## src/rtl/rx_polar_averager.sv

```systemverilog
// Window averager for the RX rect-to-polar stream: mean magnitude, wrap-safe
// circular mean phase and mean phase step over 2^k samples, one strobe per window.
//
// state    | meaning
// ---------+------------------------------------------------------------
// ST_IDLE  | no window open, waiting for the first enabled sample
// ST_ACCUM | window partially filled (1 <= count < N)
// ST_DONE  | Nth sample just accepted, result entering the pipeline
module rx_polar_averager #(
    parameter int MW   = 16,
    parameter int PW   = 25,
    parameter int KMAX = 10
) (
    input  logic                 sys_clk,
    input  logic                 rst_n,
    input  logic                 i_enable,
    input  logic [3:0]           i_avg_log2,
    input  logic                 i_valid,
    input  logic signed [MW-1:0] i_mag,
    input  logic [PW-1:0]        i_phase,
    output logic                 o_valid,
    output logic [MW-1:0]        o_mag_avg,
    output logic [PW-1:0]        o_phase_avg,
    output logic signed [PW-1:0] o_freq,
    output logic                 o_busy
);

    localparam int AMW = MW + KMAX;
    localparam int UW  = PW + KMAX;
    localparam int SW  = PW + 2 * KMAX;
    localparam int CW  = KMAX + 1;

    localparam logic [1:0] ST_IDLE  = 2'd0;
    localparam logic [1:0] ST_ACCUM = 2'd1;
    localparam logic [1:0] ST_DONE  = 2'd2;

    logic [1:0]    state_q, state_d;
    logic [CW-1:0] cnt_q, cnt_d;
    logic [3:0]    k_q, k_d;
    logic          nd_q, nd_d;

    logic          accept;
    logic [3:0]    k_clamp;
    logic [3:0]    win_k;
    logic [CW-1:0] n_win;
    logic          is_last;
    logic [MW-1:0] mag_c;

    assign accept  = i_valid & i_enable;
    assign k_clamp = (i_avg_log2 > 4'(KMAX)) ? 4'(KMAX) : i_avg_log2;
    assign win_k   = (cnt_q == '0) ? k_clamp : k_q;
    assign n_win   = CW'(1) << win_k;
    assign is_last = (cnt_q + CW'(1)) == n_win;
    assign mag_c   = i_mag[MW-1] ? '0 : i_mag;
    assign o_busy  = (state_q == ST_ACCUM);

    always_comb begin
        state_d = state_q;
        cnt_d   = cnt_q;
        k_d     = k_q;
        nd_d    = nd_q;
        if (!i_enable) begin
            state_d = ST_IDLE;
            cnt_d   = '0;
            nd_d    = 1'b1;
        end else if (accept) begin
            nd_d = 1'b0;
            if (cnt_q == '0) begin
                k_d = k_clamp;
            end
            if (is_last) begin
                cnt_d   = '0;
                state_d = ST_DONE;
            end else begin
                cnt_d   = cnt_q + CW'(1);
                state_d = ST_ACCUM;
            end
        end else if (state_q == ST_DONE) begin
            state_d = ST_IDLE;
        end
    end

    // Stage A: registered accepted sample with its window-position tags
    logic          a_vld_q, a_first_q, a_last_q, a_dz_q;
    logic [MW-1:0] a_mag_q;
    logic [PW-1:0] a_ph_q;
    logic [3:0]    a_k_q;

    always_ff @(posedge sys_clk or negedge rst_n) begin
        if (!rst_n) begin
            state_q   <= ST_IDLE;
            cnt_q     <= '0;
            k_q       <= '0;
            nd_q      <= 1'b1;
            a_vld_q   <= 1'b0;
            a_first_q <= 1'b0;
            a_last_q  <= 1'b0;
            a_dz_q    <= 1'b0;
            a_mag_q   <= '0;
            a_ph_q    <= '0;
            a_k_q     <= '0;
        end else begin
            state_q <= state_d;
            cnt_q   <= cnt_d;
            k_q     <= k_d;
            nd_q    <= nd_d;
            a_vld_q <= accept;
            if (accept) begin
                a_mag_q   <= mag_c;
                a_ph_q    <= i_phase;
                a_first_q <= (cnt_q == '0);
                a_last_q  <= is_last;
                a_k_q     <= win_k;
                a_dz_q    <= nd_q;
            end
        end
    end

    // Stage B: phase step and accumulation; u is the unwrapped offset from p0
    logic [PW-1:0]        prev_ph_q, p0_q, f_p0_q;
    logic signed [UW-1:0] u_q, sd_q, f_sd_q;
    logic signed [SW-1:0] su_q, f_su_q;
    logic [AMW-1:0]       sm_q, f_sm_q;
    logic [3:0]           f_k_q;
    logic                 f_vld_q;

    logic signed [PW-1:0] d_b;
    logic signed [UW-1:0] d_ext, u_n, sd_n;
    logic signed [SW-1:0] su_n;
    logic [AMW-1:0]       sm_n;
    logic [PW-1:0]        p0_n;

    always_comb begin
        d_b   = a_dz_q ? '0 : signed'(a_ph_q - prev_ph_q);
        d_ext = {{KMAX{d_b[PW-1]}}, d_b};
        if (a_first_q) begin
            u_n  = '0;
            su_n = '0;
            sd_n = d_ext;
            sm_n = {{KMAX{1'b0}}, a_mag_q};
            p0_n = a_ph_q;
        end else begin
            u_n  = u_q + d_ext;
            su_n = su_q + {{KMAX{u_n[UW-1]}}, u_n};
            sd_n = sd_q + d_ext;
            sm_n = sm_q + {{KMAX{1'b0}}, a_mag_q};
            p0_n = p0_q;
        end
    end

    always_ff @(posedge sys_clk or negedge rst_n) begin
        if (!rst_n) begin
            prev_ph_q <= '0;
            p0_q      <= '0;
            u_q       <= '0;
            su_q      <= '0;
            sd_q      <= '0;
            sm_q      <= '0;
            f_vld_q   <= 1'b0;
            f_p0_q    <= '0;
            f_su_q    <= '0;
            f_sd_q    <= '0;
            f_sm_q    <= '0;
            f_k_q     <= '0;
        end else begin
            f_vld_q <= a_vld_q & a_last_q;
            if (a_vld_q) begin
                prev_ph_q <= a_ph_q;
                p0_q      <= p0_n;
                u_q       <= u_n;
                su_q      <= su_n;
                sd_q      <= sd_n;
                sm_q      <= sm_n;
                if (a_last_q) begin
                    f_p0_q <= p0_n;
                    f_su_q <= su_n;
                    f_sd_q <= sd_n;
                    f_sm_q <= sm_n;
                    f_k_q  <= a_k_q;
                end
            end else if (!i_enable) begin
                u_q  <= '0;
                su_q <= '0;
                sd_q <= '0;
                sm_q <= '0;
            end
        end
    end

    // Stage C: floor shifts, re-add p0, register results
    always_ff @(posedge sys_clk or negedge rst_n) begin
        if (!rst_n) begin
            o_valid     <= 1'b0;
            o_mag_avg   <= '0;
            o_phase_avg <= '0;
            o_freq      <= '0;
        end else begin
            o_valid <= f_vld_q;
            if (f_vld_q) begin
                o_mag_avg   <= MW'(f_sm_q >> f_k_q);
                o_phase_avg <= f_p0_q + PW'(f_su_q >>> f_k_q);
                o_freq      <= PW'(f_sd_q >>> f_k_q);
            end
        end
    end

endmodule

```

## config.mk

```make
export PLATFORM = sky130hd
export DESIGN_NAME = rx_polar_averager
export DESIGN_NICKNAME = d
export VERILOG_FILES = /design/src/rtl/rx_polar_averager.sv
export SDC_FILE = /design/constraint.sdc
export NUM_CORES = 1
export LEC_CHECK = 0
export ABC_CLOCK_PERIOD_IN_PS = 5600
export CAP_MARGIN = 0
export CORE_MARGIN = 3
export CORE_UTILIZATION = 54
export CTS_BUF_LIST = sky130_fd_sc_hd__clkbuf_4 sky130_fd_sc_hd__clkbuf_8
export CTS_CLUSTER_SIZE = 16
export DETAILED_ROUTE_END_ITERATION = 10
export DONT_BUFFER_PORTS = 1
export PLACE_DENSITY = 0.71
export SYNTH_ARGS = -nofsm -noshare
export SYNTH_HDL_FRONTEND = slang
export SYNTH_SLANG_ARGS = --single-unit
```

## constraint.sdc

```tcl
create_clock -name sys_clk -period 5.6 [get_ports sys_clk]
set_clock_uncertainty 0.05 [all_clocks]
set_input_delay 1.12 -clock sys_clk [delete_from_list [all_inputs] [get_ports sys_clk]]
set_output_delay 1.12 -clock sys_clk [all_outputs]
set_load 0.1 [all_outputs]
```

==> results.cfg <==
[clock_network]
insertion_delay_ns = 0.68
cts_tree = built
path_clk_slew_ns = 0.06
cts_max_path_buffers = 3
h-tree-depth = 3
cts.sink_count = 446
cts_made_buffers = 79
cts_root_buf = clkbuf_8

[global_routing]
grt_first_pass_wirelength_um = 143000
grtUsageTotal = 0.302
overflow = 0
antenna_found_initial = 5
grt_pass1_vias = 25884
grt_max_degree = 447

[outcome]
outcome = finished, violations left
failed_checks = setup timing

[logic_synthesis]
synth.cell_area_sq_um = 30100
synth.top_cell.area_share = 0.370
synth_cells = 3168
synthesis.yosys.warnings = 0
yosysMostFrequentCell = dfrtp_1
ys_seq_area_frac = 0.371
synthTopCellsByArea = dfrtp_1 37%, ha_1 7.3%, mux2_2 5.5%
async_flop_share = 1.00
syn_area_per_cell_sq_um = 9.51
synthTopCellsByCount = 445 x dfrtp_1, 417 x nand2_1, 244 x o21ai_0, 193 x a21oi_1, 175 x ha_1
synth.distinct_cells = 94
synth_seq_cells = 446
synth_top_area_cell = dfrtp_1
synth-edff-count = 0
synth_nets = 3398
synth_ff_type = dfrtp_1

[final_layout]
drive_above_1_share = 0.288
final_area_sq_um = 37200
final_net_count = 3732
areaGrowthSynthToFinish_pct = 23.4
fillCellCount = 4094
fin_util = 0.683
final_cell_count_no_fill = 4307

[setup_path]
required_ns = 6.10
cp_slowest_cell = o41a_1
cp-end-kind = flop
cp.arrival_ns = 6.91
max_stage_delay_ns = 0.46
cp_max_fo = 4
critPathKind = reg -> reg
crit_top_cell = buf_4
critPathLaunchType = flop

[die]
dieArea_sq_um = 58600
start_util = 0.553
std_cell_rows = 85
io_pins = 117
dieWidth_um = 242
die_y_um = 242
core_area_sq_um = 54500

[detailed_routing]
via_per_inst = 6.12
totalWireLength_um = 90800
drt_iter0_drc = 2181
drc_errors = 0
first_pass_iters = 5
dr_total_vias = 26352
ant_nets = 0
wire_per_inst_um = 21.1

[timing]
min_period_ns = 6.41
timing.final.crit_share = 1.14
max_slew_margin = 0.184
hold_viol_final = 0
rsz0062_at_grt = yes
drv_slew = 0
hold_slack_ns = 0.0839
setup_viol_count_final = 35
fin_setup_tns_ns = -18.20
timing.fmax_mhz = 156
layout_setup_ws_ns = -0.811
worstMarginPinSlew_ns = 1.22

[min_path]
min-delay-path-class = in -> async

[placed_design]
place_area_sq_um = 33200
numPortBuffers = 0
dp_slack_ns = -1.25
place_inst = 4086
dp_hpwl_um = 64700
place.gp.congestion = 0.970

[run]
drv_cap = 0

[pwr]
p_leak_nw = 17.5
vdd_drop_max_mv = 0.356
total_power_mw = 23.0
p_per_area_nw_per_um2 = 618
[kinds of logic after synthesis]
group / share of synthesized area
adders and majority gates: 0.0767
and+or+nand+nor: 0.130
AOI/OAI and AO/OA: 0.206
DFF: 0.371
muxes: 0.134
buffers and inverters: 0.0349
xor gates and xnor gates: 0.0484
[repair_timing]
action | 4_1_cts | 5_1_grt
hold buffers | 0 | 0
setup buffers | 58 | 28
gates cloned | 0 | 0
setup endpoints to repair | 52 | 67
pin swaps | 123 | 97
resized for setup | 160 | 130
[cell type report]
cell class | count | area [sq um] | area share
flip-flops and latches | 446 | 11200 | 0.301
multi-input cells | 2451 | 19500 | 0.525
clock inverters | 20 | 294 | 0.00791
well taps | 739 | 925 | 0.0249
repair buffers | 430 | 3330 | 0.0895
diodes | 4 | 10.0 | 0.000269
clock buffers | 123 | 1570 | 0.0423
inverters | 94 | 353 | 0.00949
[worst paths after layout]
kind,startpoint,endpoint,slack (ns),cells past startpoint
max,prev_ph_q[1],f_su_q[39],-0.81,32
min,rst_n,o_mag_avg[12],0.08,0
max reg2reg,prev_ph_q[1],f_su_q[39],-0.81,32
min reg2reg,p0_q[0],p0_q[0],0.43,2
max in group asynchronous,rst_n,f_k_q[1],4.25,0
min in group sys_clk,p0_q[0],p0_q[0],0.43,2
[cell usage in the layout, fill, tap and decap left out, types with 64 or more instances in the layout]
cell and n:
nor2_1 135, o21ai_0 220, nand2_1 410, mux2_2 146, a22o_1 124, mux2i_1 126
clkbuf_8 104, inv_1 87, a21o_1 64, a21oi_1 151, dfrtp_1 438, xnor2_1 76
buf_4 406, ha_1 153
[worst max-delay path, delay by kind of cell, from the launching register on]
family / cells / cell delay (ns)
adders and majority gates: 3 / 1.04
AOI/OAI and AO/OA: 13 / 2.21
buffers and inverters: 4 / 0.59
DFF: 1 / 0.39
xor gates and xnor gates: 3 / 0.74
and+or+nand+nor: 9 / 1.26
[metal layers]
metal | routed length [um] | vias up | share of wire | global-route usage
li1 | - | 12269 | - | -
met1 | 40500 | 13012 | 0.45 | 0.431
met2 | 41500 | 895 | 0.46 | 0.471
met3 | 6170 | 174 | 0.068 | 0.0527
met4 | 2640 | 2 | 0.029 | 0.0958
met5 | 13 | - | 0.00014 | 0
[state kept, by name, indices dropped and copies added (netlist names), 2 cells and up]
signal,flops
a_mag_q,15
k_q,4
o_freq,25
state_q,2
f_su_q,40
o_mag_avg,16
f_k_q,4
f_sm_q,26
o_phase_avg,25
f_sd_q,35
su_q,40
cnt_q,11
p0_q,25
a_ph_q,25
sm_q,26
prev_ph_q,25
u_q,35
sd_q,35
f_p0_q,25
[power breakdown]
part	switching, mW	leakage, nW	internal, mW
clock network	1.45	0.984	2.08
registers	2.18	5.87	4.14
logic	7.04	10.6	6.08
total	10.7	17.5	12.3
Note: power is estimated with default switching activity, not from simulation.
